--- src/rtl/rv32im_lsu_bus.sv ---
// rv32im_lsu_bus: sequential load/store unit between the EXU memory stage and a
// single-port request/grant/response memory bus. One access in flight at a time.
// Misaligned accesses either fault immediately or become two aligned word beats.
// Opcode encoding (LSU_OPCODE_WIDTH bits): LB=0 LH=1 LW=2 LBU=3 LHU=4 SB=5 SH=6 SW=7;
// any other code behaves as LW.
`timescale 1ns/1ps

module rv32im_lsu_bus #(
  parameter int ADDR_WIDTH       = 32,
  parameter int MISALIGN_MODE    = 0,
  parameter int TIMEOUT_CYCLES   = 0,
  parameter int LSU_OPCODE_WIDTH = 4
) (
  input  logic                        clk_i,
  input  logic                        rst_i,
  input  logic                        req_valid_i,
  output logic                        req_ready_o,
  input  logic [LSU_OPCODE_WIDTH-1:0] lsu_opcode_i,
  input  logic [ADDR_WIDTH-1:0]       addr_mem_i,
  input  logic [31:0]                 val_memwr_i,
  output logic                        rsp_valid_o,
  output logic                        rsp_err_o,
  output logic [31:0]                 val_memrd_o,
  output logic                        mem_req_o,
  output logic                        mem_we_o,
  output logic [ADDR_WIDTH-1:0]       mem_addr_o,
  output logic [3:0]                  mem_be_o,
  output logic [31:0]                 val_memwr_o,
  input  logic                        mem_gnt_i,
  input  logic                        mem_rvalid_i,
  input  logic [31:0]                 val_memrd_i,
  input  logic                        mem_err_i
);

  localparam logic [LSU_OPCODE_WIDTH-1:0] OP_LB  = LSU_OPCODE_WIDTH'(0);
  localparam logic [LSU_OPCODE_WIDTH-1:0] OP_LH  = LSU_OPCODE_WIDTH'(1);
  localparam logic [LSU_OPCODE_WIDTH-1:0] OP_LW  = LSU_OPCODE_WIDTH'(2);
  localparam logic [LSU_OPCODE_WIDTH-1:0] OP_LBU = LSU_OPCODE_WIDTH'(3);
  localparam logic [LSU_OPCODE_WIDTH-1:0] OP_LHU = LSU_OPCODE_WIDTH'(4);
  localparam logic [LSU_OPCODE_WIDTH-1:0] OP_SB  = LSU_OPCODE_WIDTH'(5);
  localparam logic [LSU_OPCODE_WIDTH-1:0] OP_SH  = LSU_OPCODE_WIDTH'(6);
  localparam logic [LSU_OPCODE_WIDTH-1:0] OP_SW  = LSU_OPCODE_WIDTH'(7);

  localparam logic        SPLIT_EN   = (MISALIGN_MODE != 0);
  localparam logic        TIMEOUT_EN = (TIMEOUT_CYCLES != 0);
  localparam logic [15:0] TO_LIM     = (TIMEOUT_CYCLES > 0) ? 16'(TIMEOUT_CYCLES - 1) : 16'd0;

  localparam logic [1:0] SZ_B = 2'd0;
  localparam logic [1:0] SZ_H = 2'd1;
  localparam logic [1:0] SZ_W = 2'd2;

  typedef enum logic [2:0] {
    S_IDLE  = 3'd0,
    S_REQ1  = 3'd1,
    S_WAIT1 = 3'd2,
    S_REQ2  = 3'd3,
    S_WAIT2 = 3'd4,
    S_RESP  = 3'd5
  } state_t;

  // Sign- or zero-extend the selected low byte/half; words pass through.
  function automatic logic [31:0] load_ext(input logic [31:0] v, input logic [1:0] sz,
                                           input logic uns);
    logic [31:0] r;
    case (sz)
      SZ_B:    r = uns ? {24'd0, v[7:0]}  : {{24{v[7]}}, v[7:0]};
      SZ_H:    r = uns ? {16'd0, v[15:0]} : {{16{v[15]}}, v[15:0]};
      default: r = v;
    endcase
    return r;
  endfunction

  state_t                      state_r, state_s;
  logic                        err_s;
  logic [LSU_OPCODE_WIDTH-1:0] op_r;
  logic [ADDR_WIDTH-1:0]       addr_r;
  logic [31:0]                 wdata_r;
  logic [31:0]                 word1_r;
  logic                        split_r;
  logic [15:0]                 cnt_r;

  logic                        req_ready_r, rsp_valid_r, rsp_err_r;
  logic [31:0]                 rdata_r;
  logic                        mem_req_r, mem_we_r;
  logic [ADDR_WIDTH-1:0]       mem_addr_r;
  logic [3:0]                  mem_be_r;
  logic [31:0]                 mem_wdata_r;

  logic [LSU_OPCODE_WIDTH-1:0] cur_op_s;
  logic [ADDR_WIDTH-1:0]       cur_addr_s;
  logic [31:0]                 cur_wdata_s;
  logic [1:0]                  size_s;
  logic                        store_s, uns_s;
  logic [1:0]                  off_s;
  logic [3:0]                  mask_s;
  logic [7:0]                  be64_s;
  logic [63:0]                 data64_s;
  logic                        misal_s;
  logic [ADDR_WIDTH-1:0]       base_s, next_addr_s;
  logic                        timeout_s, accept_s;
  logic [31:0]                 lw_lo_s;
  logic [23:0]                 lw_hi_s;
  logic [31:0]                 sel_s;

  // In IDLE the live request drives lane math so the first beat is ready at accept.
  always_comb begin
    cur_op_s    = op_r;
    cur_addr_s  = addr_r;
    cur_wdata_s = wdata_r;
    if (state_r == S_IDLE) begin
      cur_op_s    = lsu_opcode_i;
      cur_addr_s  = addr_mem_i;
      cur_wdata_s = val_memwr_i;
    end else begin
      cur_op_s    = op_r;
      cur_addr_s  = addr_r;
      cur_wdata_s = wdata_r;
    end
  end

  // Opcode decode into access size, direction and signedness.
  always_comb begin
    size_s  = SZ_W;
    store_s = 1'b0;
    uns_s   = 1'b0;
    case (cur_op_s)
      OP_LB:   size_s = SZ_B;
      OP_LH:   size_s = SZ_H;
      OP_LW:   size_s = SZ_W;
      OP_LBU:  begin size_s = SZ_B; uns_s = 1'b1; end
      OP_LHU:  begin size_s = SZ_H; uns_s = 1'b1; end
      OP_SB:   begin size_s = SZ_B; store_s = 1'b1; end
      OP_SH:   begin size_s = SZ_H; store_s = 1'b1; end
      OP_SW:   begin size_s = SZ_W; store_s = 1'b1; end
      default: size_s = SZ_W;
    endcase
  end

  // Lane placement: byte enables and store data for both possible beats.
  always_comb begin
    off_s = cur_addr_s[1:0];
    case (size_s)
      SZ_B:    begin mask_s = 4'b0001; misal_s = 1'b0; end
      SZ_H:    begin mask_s = 4'b0011; misal_s = off_s[0]; end
      default: begin mask_s = 4'b1111; misal_s = (off_s != 2'b00); end
    endcase
    be64_s      = {4'b0000, mask_s} << off_s;
    data64_s    = {32'd0, cur_wdata_s} << {off_s, 3'b000};
    base_s      = {cur_addr_s[ADDR_WIDTH-1:2], 2'b00};
    next_addr_s = base_s + ADDR_WIDTH'(4);
    timeout_s   = TIMEOUT_EN && (cnt_r == TO_LIM);
    accept_s    = req_valid_i && (state_r == S_IDLE);
  end

  // Merge the two words and pick the addressed bytes; word2 only matters when split.
  always_comb begin
    if (state_r == S_WAIT1) begin
      lw_lo_s = val_memrd_i;
    end else begin
      lw_lo_s = word1_r;
    end
    if (state_r == S_WAIT2) begin
      lw_hi_s = val_memrd_i[23:0];
    end else begin
      lw_hi_s = 24'd0;
    end
    case (off_s)
      2'd0:    sel_s = lw_lo_s;
      2'd1:    sel_s = {lw_hi_s[7:0],  lw_lo_s[31:8]};
      2'd2:    sel_s = {lw_hi_s[15:0], lw_lo_s[31:16]};
      default: sel_s = {lw_hi_s[23:0], lw_lo_s[31:24]};
    endcase
  end

  // Next-state logic and error classification for the response.
  always_comb begin
    state_s = state_r;
    err_s   = 1'b0;
    case (state_r)
      S_IDLE: begin
        if (req_valid_i) begin
          if (misal_s && !SPLIT_EN) begin
            state_s = S_RESP;
            err_s   = 1'b1;
          end else begin
            state_s = S_REQ1;
          end
        end else begin
          state_s = S_IDLE;
        end
      end
      S_REQ1: begin
        if (mem_gnt_i) state_s = S_WAIT1;
        else           state_s = S_REQ1;
      end
      S_WAIT1: begin
        if (mem_rvalid_i) begin
          if (mem_err_i) begin
            state_s = S_RESP;
            err_s   = 1'b1;
          end else if (split_r) begin
            state_s = S_REQ2;
          end else begin
            state_s = S_RESP;
          end
        end else if (timeout_s) begin
          state_s = S_RESP;
          err_s   = 1'b1;
        end else begin
          state_s = S_WAIT1;
        end
      end
      S_REQ2: begin
        if (mem_gnt_i) state_s = S_WAIT2;
        else           state_s = S_REQ2;
      end
      S_WAIT2: begin
        if (mem_rvalid_i) begin
          state_s = S_RESP;
          err_s   = mem_err_i;
        end else if (timeout_s) begin
          state_s = S_RESP;
          err_s   = 1'b1;
        end else begin
          state_s = S_WAIT2;
        end
      end
      S_RESP:  state_s = S_IDLE;
      default: state_s = S_IDLE;
    endcase
  end

  // State, captured request, first read word and timeout counter.
  always_ff @(posedge clk_i) begin
    if (rst_i) begin
      state_r <= S_IDLE;
      op_r    <= '0;
      addr_r  <= '0;
      wdata_r <= 32'd0;
      word1_r <= 32'd0;
      split_r <= 1'b0;
      cnt_r   <= 16'd0;
    end else begin
      state_r <= state_s;
      if (accept_s) begin
        op_r    <= lsu_opcode_i;
        addr_r  <= addr_mem_i;
        wdata_r <= val_memwr_i;
        split_r <= misal_s && SPLIT_EN;
      end
      if ((state_r == S_WAIT1) && mem_rvalid_i) begin
        word1_r <= val_memrd_i;
      end
      if (((state_s == S_WAIT1) && (state_r != S_WAIT1)) ||
          ((state_s == S_WAIT2) && (state_r != S_WAIT2))) begin
        cnt_r <= 16'd0;
      end else if ((state_r == S_WAIT1) || (state_r == S_WAIT2)) begin
        cnt_r <= cnt_r + 16'd1;
      end else begin
        cnt_r <= 16'd0;
      end
    end
  end

  // Outputs registered from the next state so they change cleanly with it.
  always_ff @(posedge clk_i) begin
    if (rst_i) begin
      req_ready_r <= 1'b1;
      rsp_valid_r <= 1'b0;
      rsp_err_r   <= 1'b0;
      rdata_r     <= 32'd0;
      mem_req_r   <= 1'b0;
      mem_we_r    <= 1'b0;
      mem_addr_r  <= '0;
      mem_be_r    <= 4'd0;
      mem_wdata_r <= 32'd0;
    end else begin
      req_ready_r <= (state_s == S_IDLE);
      mem_req_r   <= (state_s == S_REQ1) || (state_s == S_REQ2);
      if (state_s == S_REQ1) begin
        mem_we_r    <= store_s;
        mem_addr_r  <= base_s;
        mem_be_r    <= be64_s[3:0];
        mem_wdata_r <= store_s ? data64_s[31:0] : 32'd0;
      end else if (state_s == S_REQ2) begin
        mem_we_r    <= store_s;
        mem_addr_r  <= next_addr_s;
        mem_be_r    <= be64_s[7:4];
        mem_wdata_r <= store_s ? data64_s[63:32] : 32'd0;
      end else begin
        mem_we_r    <= 1'b0;
        mem_addr_r  <= '0;
        mem_be_r    <= 4'd0;
        mem_wdata_r <= 32'd0;
      end
      rsp_valid_r <= (state_s == S_RESP);
      rsp_err_r   <= (state_s == S_RESP) && err_s;
      if ((state_s == S_RESP) && !err_s && !store_s) begin
        rdata_r <= load_ext(sel_s, size_s, uns_s);
      end else begin
        rdata_r <= 32'd0;
      end
    end
  end

  assign req_ready_o = req_ready_r;
  assign rsp_valid_o = rsp_valid_r;
  assign rsp_err_o   = rsp_err_r;
  assign val_memrd_o = rdata_r;
  assign mem_req_o   = mem_req_r;
  assign mem_we_o    = mem_we_r;
  assign mem_addr_o  = mem_addr_r;
  assign mem_be_o    = mem_be_r;
  assign val_memwr_o = mem_wdata_r;

endmodule

--- config.mk ---
export PLATFORM = sky130hd
export DESIGN_NAME = rv32im_lsu_bus
export DESIGN_NICKNAME = d
export VERILOG_FILES = /design/src/rtl/rv32im_lsu_bus.sv
export SDC_FILE = /design/constraint.sdc
export NUM_CORES = 1
export LEC_CHECK = 0
export CAP_MARGIN = 5
export CORE_ASPECT_RATIO = 0.7
export CORE_MARGIN = 1
export CORE_UTILIZATION = 57
export DETAILED_ROUTE_END_ITERATION = 10
export GPL_TIMING_DRIVEN = 0
export PLACE_DENSITY = 0.87
export SLEW_MARGIN = 20
export SYNTH_ARGS = -nofsm -noshare
export SYNTH_HDL_FRONTEND = slang
export SYNTH_SLANG_ARGS = --single-unit
--- constraint.sdc ---
create_clock -name clk_i -period 4.7 [get_ports clk_i]
set_input_delay 0.94 -clock clk_i [delete_from_list [all_inputs] [get_ports clk_i]]
set_output_delay 0.94 -clock clk_i [all_outputs]
set_load 0.005 [all_outputs]
# Word-level counts from Yosys, hierarchy flattened
# Cells that the tools add are included.
totals:
  elab_cells: 93
  ff_bits: 208
  romBits: 0
  latch_bits: 0
  inputBits: 106
  memories: 0
  output_inout_bits: 105
  mem_bits_rw: 0
classes:
  magnitude_cmp: 0
  bitwise_logic: 2
  mux: 37
  add_sub_neg: 1
  mul: 0
  shift: 2
  n_reduce_logical: 20
  n_div: 0
  n_eq_ne: 16
ops:
  columns: ["cell", "n"]
  rows:
  - ["$mux W32", 11]
  - ["$pmux W32 S3", 1]
  - ["$pmux W32 S2", 1]
  - ["$shl A32 B5 Y64", 1]
  - ["$add A32 B3 Y32 const B", 1]
  - ["$mux W24", 1]
  - ["$eq A4 B3 Y1 const B", 4]
  - ["$pmux W3 S5", 1]
  - ["$mux W3", 4]
  - ["$mux W4", 3]
  - ["$reduce_or A3 Y1", 4]
  - ["$mux W1", 10]
  - ["$eq A3 B2 Y1 const B", 3]
  - ["$pmux W4 S2", 1]
  - ["$shl A4 B2 Y8", 1]
  - ["$eq A3 B1 Y1 const B", 2]
  - ["$eq A3 B3 Y1 const B", 2]
  - ["$logic_not A3 Y1", 2]
  - ["$logic_and A1 B1 Y1", 5]
  - ["$eq A2 B1 Y1 const B", 2]
  - ["$eq A4 B1 Y1 const B", 1]
  - ["$eq A4 B2 Y1 const B", 1]
  - ["$logic_not A2 Y1", 2]
  - ["$logic_not A4 Y1", 1]
  - ["10 further kinds", 13]

# Logic depth before layout (Yosys ltp)
# Gate-level depths: netlist of the first run.
depth:
  word_depth: 15
  mapped_depth: 13

# Worst setup path before layout of the first run
# OpenSTA, ideal clock, no wires.
synth_timing:
  kind: "flip-flop to flip-flop"
  startpoint: "register state_r[0]"
  endpoint: "register mem_addr_r[26] (netlist: mem_addr_o[26])"
  required_ps: 4572
  period_less_slack_ps: 3130
  path_buffers: 5
  slack_ps: 1570
  setup_time_ps: 128
  arrival_time_ps: 3002
  path_stages_with_launch: 14
  cell_sequence: "dfxtp_1 > buf_6 > nor3_4 > buf_2 > buf_2 > buf_2 > buf_1 > mux2i_1 > inv_1 > ha_1 > o221ai_1 > nor4_1 > xor2_1 > nor2_1"
synth_between:
  elab_chain_len: 13
synth_lines:
  columns: ["item", "line", "text"]
  rows:
  - ["from (decl)", "73", "state_t state_r, state_s;"]
  - ["from (signal assigned)", "244", "state_r <= state_s;"]
  - ["$logic_not A3 Y1", "110, 179", null]
  - ["$mux W4", "110", "if (state_r == S_IDLE) begin"]
  - ["$eq A4 B3 Y1 (tied with other cells)", "126", "case (cur_op_s)"]
  - ["$reduce_or A3 Y1 (no source line)", null, null]
  - ["$pmux W2 S2", "126", null]
  - ["$eq A2 B1 Y1 or $logic_not A2 Y1 (tied branches)", "142", "case (size_s)"]
  - ["$pmux W1 S2", "142", null]
  - ["$mux W3", "182", "if (misal_s && !SPLIT_EN) begin"]
  - ["$mux W3", "181", "if (req_valid_i) begin"]
  - ["$pmux W3 S5", "179", "case (state_r)"]
  - ["$eq A3 B2 Y1", "285", "end else if (state_s == S_REQ2) begin"]
  - ["$mux W32", "285", null]
  - ["$mux W32 *", "280", "if (state_s == S_REQ1) begin"]
  - ["to (signal assigned)", "282", "mem_addr_r <= base_s;"]
  - ["to (signal assigned)", "287", "mem_addr_r <= next_addr_s;"]
  - ["to (decl)", "85", "logic [ADDR_WIDTH-1:0] mem_addr_r;"]
# Mark *: on every way between the ends. The rest lies on a longest branch, timed or not.
# A chain may end at the register's enable or synchronous reset.

# Final worst setup path of the first run
# Ends and elaborated chain as after synthesis.

==> impl_metrics.ini, run 1 <==
[run_status]
status = finished, violations left
violations = design-rule violations

[finish]
final_cell_count_no_fill = 1789
layout-drive-gt1-share = 0.0766
fin_nets = 1648
diodes = 0
area_growth_pct = 28.5
final_util = 0.756

[power]
p_comb_frac = 0.390
p_clk_frac = 0.281
switching_share = 0.385
p_int_mw = 3.75
leakage_nw = 4.92
seqPwrFrac = 0.329
vdd_drop_max_v = 0.000356
p_per_area_nw_per_um2 = 443
net-switching-power_mw = 2.35

[logic_synthesis]
synthAdderAreaFrac = 0.00117
synth-edff-count = 0
yosysWarningCount = 0
syn_inst = 1311
ys_ff_latch = 206
synthSimpleGateAreaFrac = 0.202
synth_area_per_cell_um2 = 8.17
syn_area_um2 = 10700
synth_top_flop_cell = dfxtp_1
yosysUniqueCellTypes = 67
synth_async_sr_flop_share = 0
synth-xor-area-share = 0.0229
synthMuxAreaShare = 0.147
synth_compound_area_frac = 0.195
seq_area_frac_synth = 0.385
synth_top_family_by_area = simple AND/OR/NAND/NOR gates

[die]
core_area_um2 = 18200
ios = 211
chipHeight_um = 117
dieArea_um2 = 19400
dieWidth_um = 166
initial_core_util = 0.588
placementRows = 41

[timing]
hold-worst-slack_ps = 457
drv_slew = 0
final.min_clock_period_ps = 4540
final_hold_viol_count = 0
finalCritPeriodShare = 0.965
rsz0062_at_grt = no
fin_skew_ps = 20.5
max_freq_mhz = 220
worstMarginPinSlew_ps = 1230
setup_tns_ps = 0
setup_viol = 0
maxSlewHeadroom = 0.178

[route]
via_count = 11675
drtAntennaViolNets = 0
drt_wl_total_um = 41800
drc = 15
drtPass1Iterations = 10
drt_iter0_drc = 2019
vias_per_cell = 6.53
routedWlPerCell_um = 23.3

[clock_network]
clk_pin_slew_ps = 70
insertion_delay_ps = 510
clock-sinks = 206
numCtsBuffers = 21
tritoncts = yes
clockRootBuffer = clkbuf_16
cts_setup_buffers = 0
cts_resized = 0
hold_buffers = 0
cts_max_path_buffers = 3
htree_levels = 1

[worst_setup_path]
r2r_cells = 13
setup.worst_path.class = flop to flop
crit_family = buffers and inverters
crit_top_cell = buf_2
cp_slowest_cell = buf_1
crit_chain = buf_6, nor3_4, buf_2, buf_2, buf_2, buf_1, mux2i_1, inv_1, ha_1, o221ai_1, nor4_1, xor2_1, nor2_1
cp-end-kind = flop
worstPathRequired_ps = 5080
rrSetupSlack_ps = 160
r2r_start = state_r[0]
crit_fanout = 10
r2r-end = mem_addr_o[26]
start_kind = flop
cp_num_buf_inv = 6
crit_arrival_ps = 4910
critPathMaxStageDelay_ps = 580

[min_path]
holdPathStages = 2
min_from = word1_r[4]
min_to = word1_r[4]
hp-class = flop to flop

[placed_design]
io_buffers = 206
dp_cells = 1754
place.gp.congestion = 1.04
hpwl_um = 32100

[grt]
grt_start_max_net_pins = 15
grt_pass1_vias = 10641
grt_pass1_wl_um = 62200
antenna_found_initial = 0
gr-total-overflow = 0
track_usage = 0.422

[run]
maxCapViolations = 0
-- Yosys cell counts (3+ instances only) --
cell type	n	area [um^2]
buf_2	21	105
a221oi_1	10	87.6
buf_4	3	22.5
and2_1	3	18.8
a2bb2oi_1	10	87.6
mux2i_1	105	1050
buf_6	4	45.0
mux4_2	17	383
and3_1	7	43.8
nor3_1	26	130
o31ai_1	6	45.0
a22oi_1	7	52.6
o21ai_0	27	135
o211ai_1	3	22.5
inv_1	8	30.0
a211oi_1	24	180
o21a_1	8	60.1
nor3b_1	4	30.0
dfxtp_1	206	4120
a211o_1	3	26.3
a22o_1	3	26.3
a21oi_1	150	751
o2bb2ai_1	7	61.3
mux2_2	13	146
nand2b_1	6	37.5
nor4_1	9	56.3
nor2_1	78	293
nand3_1	16	80.1
o22ai_1	25	156
clkbuf_1	70	263
xnor2_1	7	61.3
a21oi_2	21	184
nand4_1	17	106
nand2_1	295	1110
a31oi_1	5	31.3
nor2b_1	25	156
buf_1	7	26.3
a21o_1	3	22.5
xor2_1	21	184
-- stage by stage --
step	setup slack [ps]	cell area (um^2)	power (mW)
2_1_floorplan	1570	10700	3.44
3_3_place_gp	386	13100	4.25
3_5_place_dp	415	13100	4.29
4_1_cts	415	13800	5.97
5_1_grt	82.1	13800	6.28
6_report	164	13800	6.10
-- cells by family (layout without fill, tap and decap cells) --
family                   count (synthesis)  count (layout)
flip-flops                             206             206
AND/OR/NAND/NOR                        498             498
buffers and inverters                  113             354
adder cells (fa/ha/maj)                  1               1
multiplexers                           135             135
other                                    1               2
AO/OA/AOI/OAI                          329             329
XOR/XNOR                                28              28
-- flip-flops by register name (all words and copies together), names as in the netlist, 3 cells and up --
register / cells
val_memrd_o: 32
mem_addr_o: 30
wdata_r: 32
val_memwr_o: 32
mem_be_o: 4
state_r: 3
addr_r: 32
word1_r: 32
op_r: 4
-- worst min-delay path, stage by stage (launching register included) --
cell     delay [ps]
dfxtp_1         310
nand2_1          50
a21oi_1          50
-- worst max path at each step --
stage | endpoint | cells after the start | from | slack, ps
finish | mem_addr_o[26] | 13 | state_r[0] | 160
global route | mem_addr_o[26] | 13 | state_r[0] | 80
CTS | mem_addr_o[26] | 13 | state_r[0] | 410
detailed placement | val_memwr_o[20] | 9 | req_valid_i | 410
global placement | val_memwr_o[20] | 9 | req_valid_i | 390
floorplan | mem_addr_o[26] | 13 | state_r[0] | 1570
-- cell usage in the layout (no fill, tap or decap), drive strengths merged, types with 3 or more instances in the layout --
| master | n |
|---|---|
| nand2 | 295 |
| o21a | 8 |
| a21oi | 171 |
| buf | 35 |
| nor4 | 9 |
| a2bb2oi | 10 |
| and3 | 7 |
| nor2b | 25 |
| a31oi | 5 |
| a21o | 3 |
| o22ai | 25 |
| o31ai | 6 |
| xnor2 | 7 |
| nor3b | 4 |
| a221oi | 10 |
| nand3 | 16 |
| xor2 | 21 |
| clkinv | 4 |
| nand4 | 17 |
| nor2 | 78 |
| clkbuf | 98 |
| a22o | 3 |
| mux4 | 17 |
| and2 | 4 |
| a211oi | 24 |
| dfxtp | 206 |
| a22oi | 7 |
| o211ai | 4 |
| o2bb2ai | 7 |
| inv | 8 |
| mux2 | 13 |
| nand2b | 6 |
| mux2i | 105 |
| nor3 | 27 |
| clkdlybuf4s50 | 206 |
| a211o | 3 |
| o21ai | 27 |
-- layout make-up --
| type | instances | area, um^2 |
|---|---|---|
| multi-input cells | 993 | 6100 |
| flip-flops and latches | 206 | 4120 |
| clock buffers | 28 | 602 |
| clock inverters | 7 | 87.6 |
| repair buffers | 206 | 2060 |
| fillers | 1283 | 4440 |
| plain buffers | 105 | 462 |
| well taps | 236 | 295 |
| inverters | 8 | 30.0 |
-- power groups by stage --
| stage | registers [mW] | clock network, mW | logic [mW] |
|---|---|---|---|
| finish | 2.01 | 1.71 | 2.38 |
| global route | 2.02 | 1.78 | 2.48 |
| CTS | 2.00 | 1.70 | 2.27 |
| detailed placement | 2.04 | 0 | 2.25 |
| global placement | 2.03 | 0 | 2.22 |
| floorplan | 2.02 | 0 | 1.42 |
-- layer usage --
metal | up-vias | share of wire | global-route usage
met1 | 5470 | 0.41 | 0.588
met2 | 984 | 0.40 | 0.611
met5 | - | 0 | 0
met4 | 0 | 0.031 | 0.128
li1 | 5090 | - | -
met3 | 131 | 0.16 | 0.149
No activity file was read; power rests on OpenSTA's default activity.
==> run 2: changes to the inputs <==
--- a/config.mk
+++ b/config.mk
@@ -12,7 +12,6 @@
 export DETAILED_ROUTE_END_ITERATION = 10
 export GPL_TIMING_DRIVEN = 0
 export PLACE_DENSITY = 0.87
-export SLEW_MARGIN = 20
 export SYNTH_ARGS = -nofsm -noshare
 export SYNTH_HDL_FRONTEND = slang
 export SYNTH_SLANG_ARGS = --single-unit
==> results of run 2 <==
Final layout, timing and power as in run 1 (identical DEF).
